==> config.mk <==
export PLATFORM = sky130hd
export DESIGN_NAME = i_prefetch
export DESIGN_NICKNAME = d
export VERILOG_FILES = /design/src/rtl/i_prefetch.sv
export SDC_FILE = /design/constraint.sdc
export NUM_CORES = 1
export LEC_CHECK = 0
export ABC_AREA = 1
export BUFFER_PORTS_ARGS = -buffer_cell sky130_fd_sc_hd__buf_2
export CORE_MARGIN = 2
export CORE_UTILIZATION = 35
export CTS_BUF_LIST = sky130_fd_sc_hd__clkbuf_8 sky130_fd_sc_hd__clkbuf_16
export CTS_CLUSTER_SIZE = 24
export DETAILED_ROUTE_END_ITERATION = 12
export HOLD_SLACK_MARGIN = 0.05
export SLEW_MARGIN = 15
export SYNTH_ARGS = -nofsm -noshare
export SYNTH_HDL_FRONTEND = slang
export SYNTH_SLANG_ARGS = --single-unit
==> constraint.sdc <==
create_clock -name clk -period 6.65 [get_ports clk]
set_input_delay 0.3325 -clock clk [delete_from_list [all_inputs] [get_ports clk]]
set_output_delay 0.3325 -clock clk [all_outputs]
set_load 0.05 [all_outputs]
==> src/rtl/i_prefetch.sv <==
// Instruction prefetch buffer: single-outstanding fetches into a small FIFO of
// {instruction, pc+4} pairs, flushed on a decode redirect.
module i_prefetch #(
    parameter int          DEPTH    = 4,
    parameter logic [31:0] RESET_PC = 32'h0000_0000
) (
    input  logic                     clk,
    input  logic                     rst_n,
    output logic                     mem_req,
    output logic [31:0]              mem_addr,
    input  logic                     mem_ack,
    input  logic [31:0]              mem_rdata,
    input  logic                     redirect,
    input  logic [31:0]              target,
    input  logic                     stall,
    output logic                     instr_valid,
    output logic [31:0]              instr,
    output logic [31:0]              pc_plus_four,
    output logic [$clog2(DEPTH):0]   count
);

    localparam int             AW      = $clog2(DEPTH);
    localparam logic [AW:0]    DEPTH_C = (AW+1)'(DEPTH);

    typedef enum logic [1:0] {IDLE, REQ, WAIT, DISCARD} state_t;

    state_t         state;
    logic [31:0]    fetch_pc;
    logic [AW-1:0]  wr_ptr;
    logic [AW-1:0]  rd_ptr;
    logic [31:0]    fifo_instr [DEPTH];
    logic [31:0]    fifo_pc4   [DEPTH];
    logic           push;
    logic           pop;

    // Redirect wins over both push and pop in the cycle it is seen.
    assign push = (state == WAIT) && mem_ack && !redirect;
    assign pop  = instr_valid && !stall && !redirect;

    assign mem_req      = (state == REQ);
    assign mem_addr     = fetch_pc;
    assign instr_valid  = (count != '0);
    assign instr        = instr_valid ? fifo_instr[rd_ptr] : '0;
    assign pc_plus_four = instr_valid ? fifo_pc4[rd_ptr]   : '0;

    always_ff @(posedge clk or negedge rst_n) begin
        if (!rst_n) begin
            state    <= IDLE;
            fetch_pc <= RESET_PC;
        end else begin
            case (state)
                IDLE: begin
                    if (redirect)              fetch_pc <= target;
                    else if (count < DEPTH_C)  state    <= REQ;
                end
                REQ: begin
                    if (redirect) begin
                        fetch_pc <= target;
                        state    <= DISCARD;
                    end else begin
                        state    <= WAIT;
                    end
                end
                WAIT: begin
                    if (mem_ack) begin
                        fetch_pc <= redirect ? target : fetch_pc + 32'd4;
                        state    <= IDLE;
                    end else if (redirect) begin
                        fetch_pc <= target;
                        state    <= DISCARD;
                    end
                end
                DISCARD: begin
                    // The in-flight word belongs to the old stream; swallow its ack.
                    if (redirect) fetch_pc <= target;
                    if (mem_ack)  state    <= IDLE;
                end
                default: state <= IDLE;
            endcase
        end
    end

    always_ff @(posedge clk or negedge rst_n) begin
        if (!rst_n) begin
            wr_ptr <= '0;
            rd_ptr <= '0;
            count  <= '0;
        end else if (redirect) begin
            wr_ptr <= '0;
            rd_ptr <= '0;
            count  <= '0;
        end else begin
            if (push) wr_ptr <= wr_ptr + 1'b1;
            if (pop)  rd_ptr <= rd_ptr + 1'b1;
            case ({push, pop})
                2'b10:   count <= count + 1'b1;
                2'b01:   count <= count - 1'b1;
                default: count <= count;
            endcase
        end
    end

    // Storage needs no reset: the head is masked while the FIFO is empty.
    always_ff @(posedge clk) begin
        if (push) begin
            fifo_instr[wr_ptr] <= mem_rdata;
            fifo_pc4[wr_ptr]   <= fetch_pc + 32'd4;
        end
    end

endmodule

# Yosys cells after proc, flatten, opt, wreduce, memory -nomap -nowiden
# Memory sizes are Yosys's and may differ from the RTL's.
# Cells that the tools add are included.
# word_totals
ff_bits,41
mem_bits_rw,256
inputBits,69
output_inout_bits,101
elab_cells,56
n_memories,2
# op_classes
addsub,5
order_cmp,1
n_eq_ne,9
n_mux,21
n_reduce_logical,13
# memory_table
name,depth,word_bits,rd,rd_clocked_by_memory_dff,write_ports,line,rtl
fifo_instr,4,32,1,0,1,31,logic [31:0] fifo_instr [DEPTH];
fifo_pc4,4,32,1,0,1,32,logic [31:0] fifo_pc4 [DEPTH];
# ops
operator,n
$mux 32,5
$pmux 32 s2,1
$add 32x3->32 const B,1
$mux 2,9
$pmux 2 s4,1
$eq 2x2->1 const B,3
$ne 2x2->1 const B,3
$pmux 3 s2,1
$reduce_bool 3->1,2
$add 2x1->2 const B,2
$eq 2x1->1 const B,2
$logic_and 1x1->1,4
$reduce_and 4->1,1
$reduce_bool 2->1,2
$add 3x1->3 const B,1
$lt 3x3->1 const B,1
$mux 1,3
$mux 3,1
$ne 3x3->1 const B,1
$reduce_or 3->1,1
$sub 3x1->3 const B,1
$logic_not 1->1,2
$logic_not 2->1,1

# Depth between registers and ports, before layout
# depth
ltp_word,6
depth_mapped,11
mapped_depth_nobuf,11

# Worst setup path before layout
# Ideal clock, no wire load.
# synth_timing
kind,register to register
start,register state[0]
end,memory fifo_instr[0][0] (enable)
setup_time_ps,487
arrival_time_ps,3726
required_time_ps,6163
setup_slack_ps,2437
path_stages_with_launch,7
n_path_buf,1
period_less_slack_ps,4213
cell_sequence,dfrtp_1 -> nor2_4 -> nand2_4 -> nor2_8 -> inv_2 -> buf_6 -> nor2_1
# synth_via
elab_chain_cells,5
# synth_lines
element,line,rtl
start: declaration,27,state_t state;
start signal: assignment,48,state <= IDLE;
start signal: assignment,54,else if (count < DEPTH_C) state <= REQ;
start signal: assignment,59,state <= DISCARD;
$eq 2x2->1,37,assign push = (state == WAIT) && mem_ack && !redirect;
$logic_and 1x1->1 (2 in a row),37,
$mux 1,105,if (push) begin
$mux 1 (implied by the code),106,fifo_instr[wr_ptr] <= mem_rdata;
end: declaration,31,
# Every way passes these cells.

# Worst setup path in the final report
# layout_timing
start,register rd_ptr[0]
end,output pc_plus_four[24]
# layout_via
elab_chain_cells,2
# layout_lines
element,line,rtl
start: declaration,30,logic [AW-1:0] rd_ptr;
start signal: assignment,94,if (pop) rd_ptr <= rd_ptr + 1'b1;
$mem_v2 4x32,--,
$mux 32,44,assign pc_plus_four = instr_valid ? fifo_pc4[rd_ptr] : '0;
end: declaration,18,"output logic [31:0] pc_plus_four,"
# Every way passes these cells.

==> out/metrics.yaml <==
cts_tree: "done"
synth_cell_types: 38
wl_mm: 32.6
drt-vias-per-instance: 4.89
drc: 0
synth_seq_cells: 297
status: "completed"
hold_viol_final: 0
io_buffers: 169
fillCellCount: 3384
synthSimpleGateAreaFrac_pct: 15.6
core-area_sq_um: 35700
antenna_found_initial: 0
rsz0062_at_grt: "no"
fp-row-count: 69
synth-warning-count: 0
rrSetupSlack_ns: 3.57
p_leak_nw: 6.01
ios: 170
ys_top_cells_by_area: "edfxtp_1 (60%), nor2_1 (9.0%), dfrtp_1 (8.0%)"
grt_start_max_net_pins: 113
synth_top_family_by_area: "simple AND/OR/NAND/NOR gates"
synth_seq_area_share_pct: 68.2
rr_startpoint: "state[1]"
clock_path_buffers: 3
setup_viol: 0
grt_overflow: 0
place.gp.congestion: 0.918
root_buffer: "clkbuf_16"
clock_sinks: 297
p_comb_share_pct: 26.9
clk_pin_slew_worst_paths_ns: 0.06
cp_cell_sequence: "clkinv_2 -> buf_4 -> o21ai_0 -> a21oi_1 -> buf_2"
wl_per_cell_um: 17.7
tightest_slew_ns: 1.10
fin_crit_ns: 3.56
drive_above_1_share_pct: 19.6
numCtsBuffers: 35
grt_pass1_vias: 8954
synth_top_area_cell: "edfxtp_1"
muxShareOfSynthArea_pct: 0
p_clk_share_pct: 32.8
final_nets: 1434
crit_path_end_kind: "output pin"
min-delay-start: "mem_rdata[1]"
slew_headroom_pct: 26.9
r2r-end: "fifo_instr[3][30]"
cts_setup_buffers: 0
whs_path_depth: 1
path_max_fanout: 112
reg2reg_depth: 7
initial_core_util_pct: 35.7
swShare_pct: 35.7
yosysTopAreaCellShare_pct: 60.2
fin_area_sq_um: 15500
synth_compound_area_share_pct: 10.3
cellPowerDensity_nw_per_um2: 370
crit_required_ns: 6.32
period_share_pct: 53.5
pwr-share-seq_pct: 40.3
slowest_delay_ns: 0.78
die_y_um: 195
worst_path_max_delay_cell: "buf_4"
ant_nets: 0
clk_latency_ns: 0.51
synth_cells: 1171
internal_power_w: 0.00368
synth_fa_ha_area_share_pct: 0.647
h-tree-depth: 2
dpl_cell_area_sq_um: 14000
syn_area_sq_um: 12800
die_x_um: 195
power.switching_w: 0.00204
grt_util_all_layers_pct: 17.0
drtPass1Iterations: 6
drv_slew: 0
syn_to_final_growth_pct: 21.1
drv_cap: 0
clock_skew_ns: 0.0259
fmax_ghz: 0.281
dp.cells: 1755
final_util_pct: 43.3
vdd_drop_max_uv: 196
min_path_type: "input pin to flop"
layout.cells.non_filler: 1846
vias: 9029
synthXorXnorAreaFrac_pct: 1.43
syn_avg_cell_area_sq_um: 10.9
arrival_ns: 3.23
synth_fp_nets: 1246
grt_pass1_wl_mm: 50.5
critPathKind: "flop to output pin"
cp-start-kind: "flop"
min_to: "fifo_instr[0][1]"
die_area_sq_um: 38000
dp_hpwl_mm: 19.9
tns_ns: 0
drtIter0Drc: 499
==> power by group through the flow <==
stage               combinational (W)  sequential (W)  clock (W)
global placement              0.00153         0.00234          0
global route                  0.00166         0.00232    0.00200
floorplan                    0.000964         0.00247          0
detailed placement            0.00154         0.00234          0
CTS                           0.00156         0.00231    0.00192
finish                        0.00154         0.00231    0.00188
==> worst max path at each step <==
| stage | from | endpoint | slack (ns) | depth (start not counted) |
|---|---|---|---|---|
| after floorplan | state[0] | fifo_instr[0][0] | 2.44 | 6 |
| after global placement | state[1] | fifo_instr[2][28] | 3.56 | 7 |
| after detailed placement | state[1] | fifo_instr[3][28] | 3.53 | 7 |
| after CTS | rd_ptr[0] | pc_plus_four[24] | 3.06 | 5 |
| after global routing | rd_ptr[0] | pc_plus_four[28] | 2.84 | 5 |
| final | rd_ptr[0] | pc_plus_four[24] | 3.09 | 5 |
==> per-stage QoR <==
| step | hold WS [ns] | worst slack (ns) | total power [W] |
|---|---|---|---|
| final | 0.0714 | 3.09 | 0.00572 |
| after global routing | 0.0540 | 2.84 | 0.00598 |
| after detailed placement | 0.550 | 3.53 | 0.00388 |
| after floorplan | 0.0369 | 2.44 | 0.00344 |
| after CTS | 0.0512 | 3.06 | 0.00578 |
| after global placement | 0.549 | 3.56 | 0.00387 |
==> cell usage in the layout, fill, tap and decap left out, drive strengths merged <==
| cell type | n |
|---|---|
| a22o | 1 |
| nand4 | 3 |
| edfxtp | 256 |
| a21oi | 75 |
| nand3b | 3 |
| buf | 179 |
| diode | 1 |
| nand2 | 141 |
| o21bai | 7 |
| bufinv | 4 |
| clkinvlp | 3 |
| nor2 | 319 |
| nor3 | 3 |
| a22oi | 3 |
| dfrtp | 41 |
| xnor2 | 7 |
| o22ai | 13 |
| o21ai | 149 |
| a31oi | 1 |
| fa | 1 |
| dlygate4sd3 | 28 |
| nand3 | 14 |
| clkinv | 13 |
| ha | 5 |
| inv | 65 |
| clkbuf | 37 |
| xor2 | 13 |
==> cell usage after synthesis <==
library cell  number
nor2_1           307
edfxtp_1         256
o21ai_0          145
nand2_1          132
a21oi_1           71
inv_1             51
dfrtp_1           41
clkbuf_1          21
buf_2             19
o22ai_1           13
buf_1             12
nand3_1           12
xor2_1            12
inv_2              8
o21bai_1           7
xnor2_1            7
nor2_4             6
ha_1               5
nand2_2            5
a21oi_2            4
nand2_4            4
nor2_2             4
a22oi_1            3
nand3b_1           3
nand4_1            3
o21ai_1            3
buf_4              2
buf_6              2
nand3_2            2
nor2_8             2
nor3_1             2
a22o_1             1
a31oi_1            1
clkinv_2           1
fa_1               1
nor3_2             1
o21ai_2            1
xor2_2             1
==> repair_timing <==
item	in CTS	in global routing
gates resized for setup	0	0
endpoints found under the hold margin	130	0
hold buffers	28	0
==> metal layers <==
layer / share of wire, % / track usage [%] / wire [um]
met2: 48 / 28.6 / 15600
met3: 5.5 / 3.16 / 1790
met5: 0 / 0 / 0
met4: 2.4 / 5.17 / 783
met1: 44 / 22.5 / 14400
==> worst max-delay path, delay by kind of cell (launching register included) <==
family          cells  cell delay, ns
buf+inv             3            1.37
flops               1            0.65
compound gates      2            0.53
==> logic make-up (layout without fill, tap and decap cells) <==
logic type	count (synthesis)	after routing
compound gates	249	249
xor+xnor	20	20
fa+ha+maj	6	6
buf+inv	116	329
flops	297	297
other cells	0	1
simple gates	483	483
==> state kept, by name, indices dropped and copies added, names as in the netlist <==
register    flops
rd_ptr          2
mem_addr       32
fifo_pc4      128
wr_ptr          2
fifo_instr    128
state           2
count           3
==> area by class of cell <==
class	count	area [sq um]	area share, %
antenna	1	2.50	0.0162
clock buffer	37	926	5.98
clock inverter	25	214	1.38
inverter	60	228	1.47
multi-input combinational	758	3600	23.3
sequential	297	8720	56.4
tap	461	577	3.73
timing repair buffer	207	1200	7.76
(Power assumes the default switching activity.)
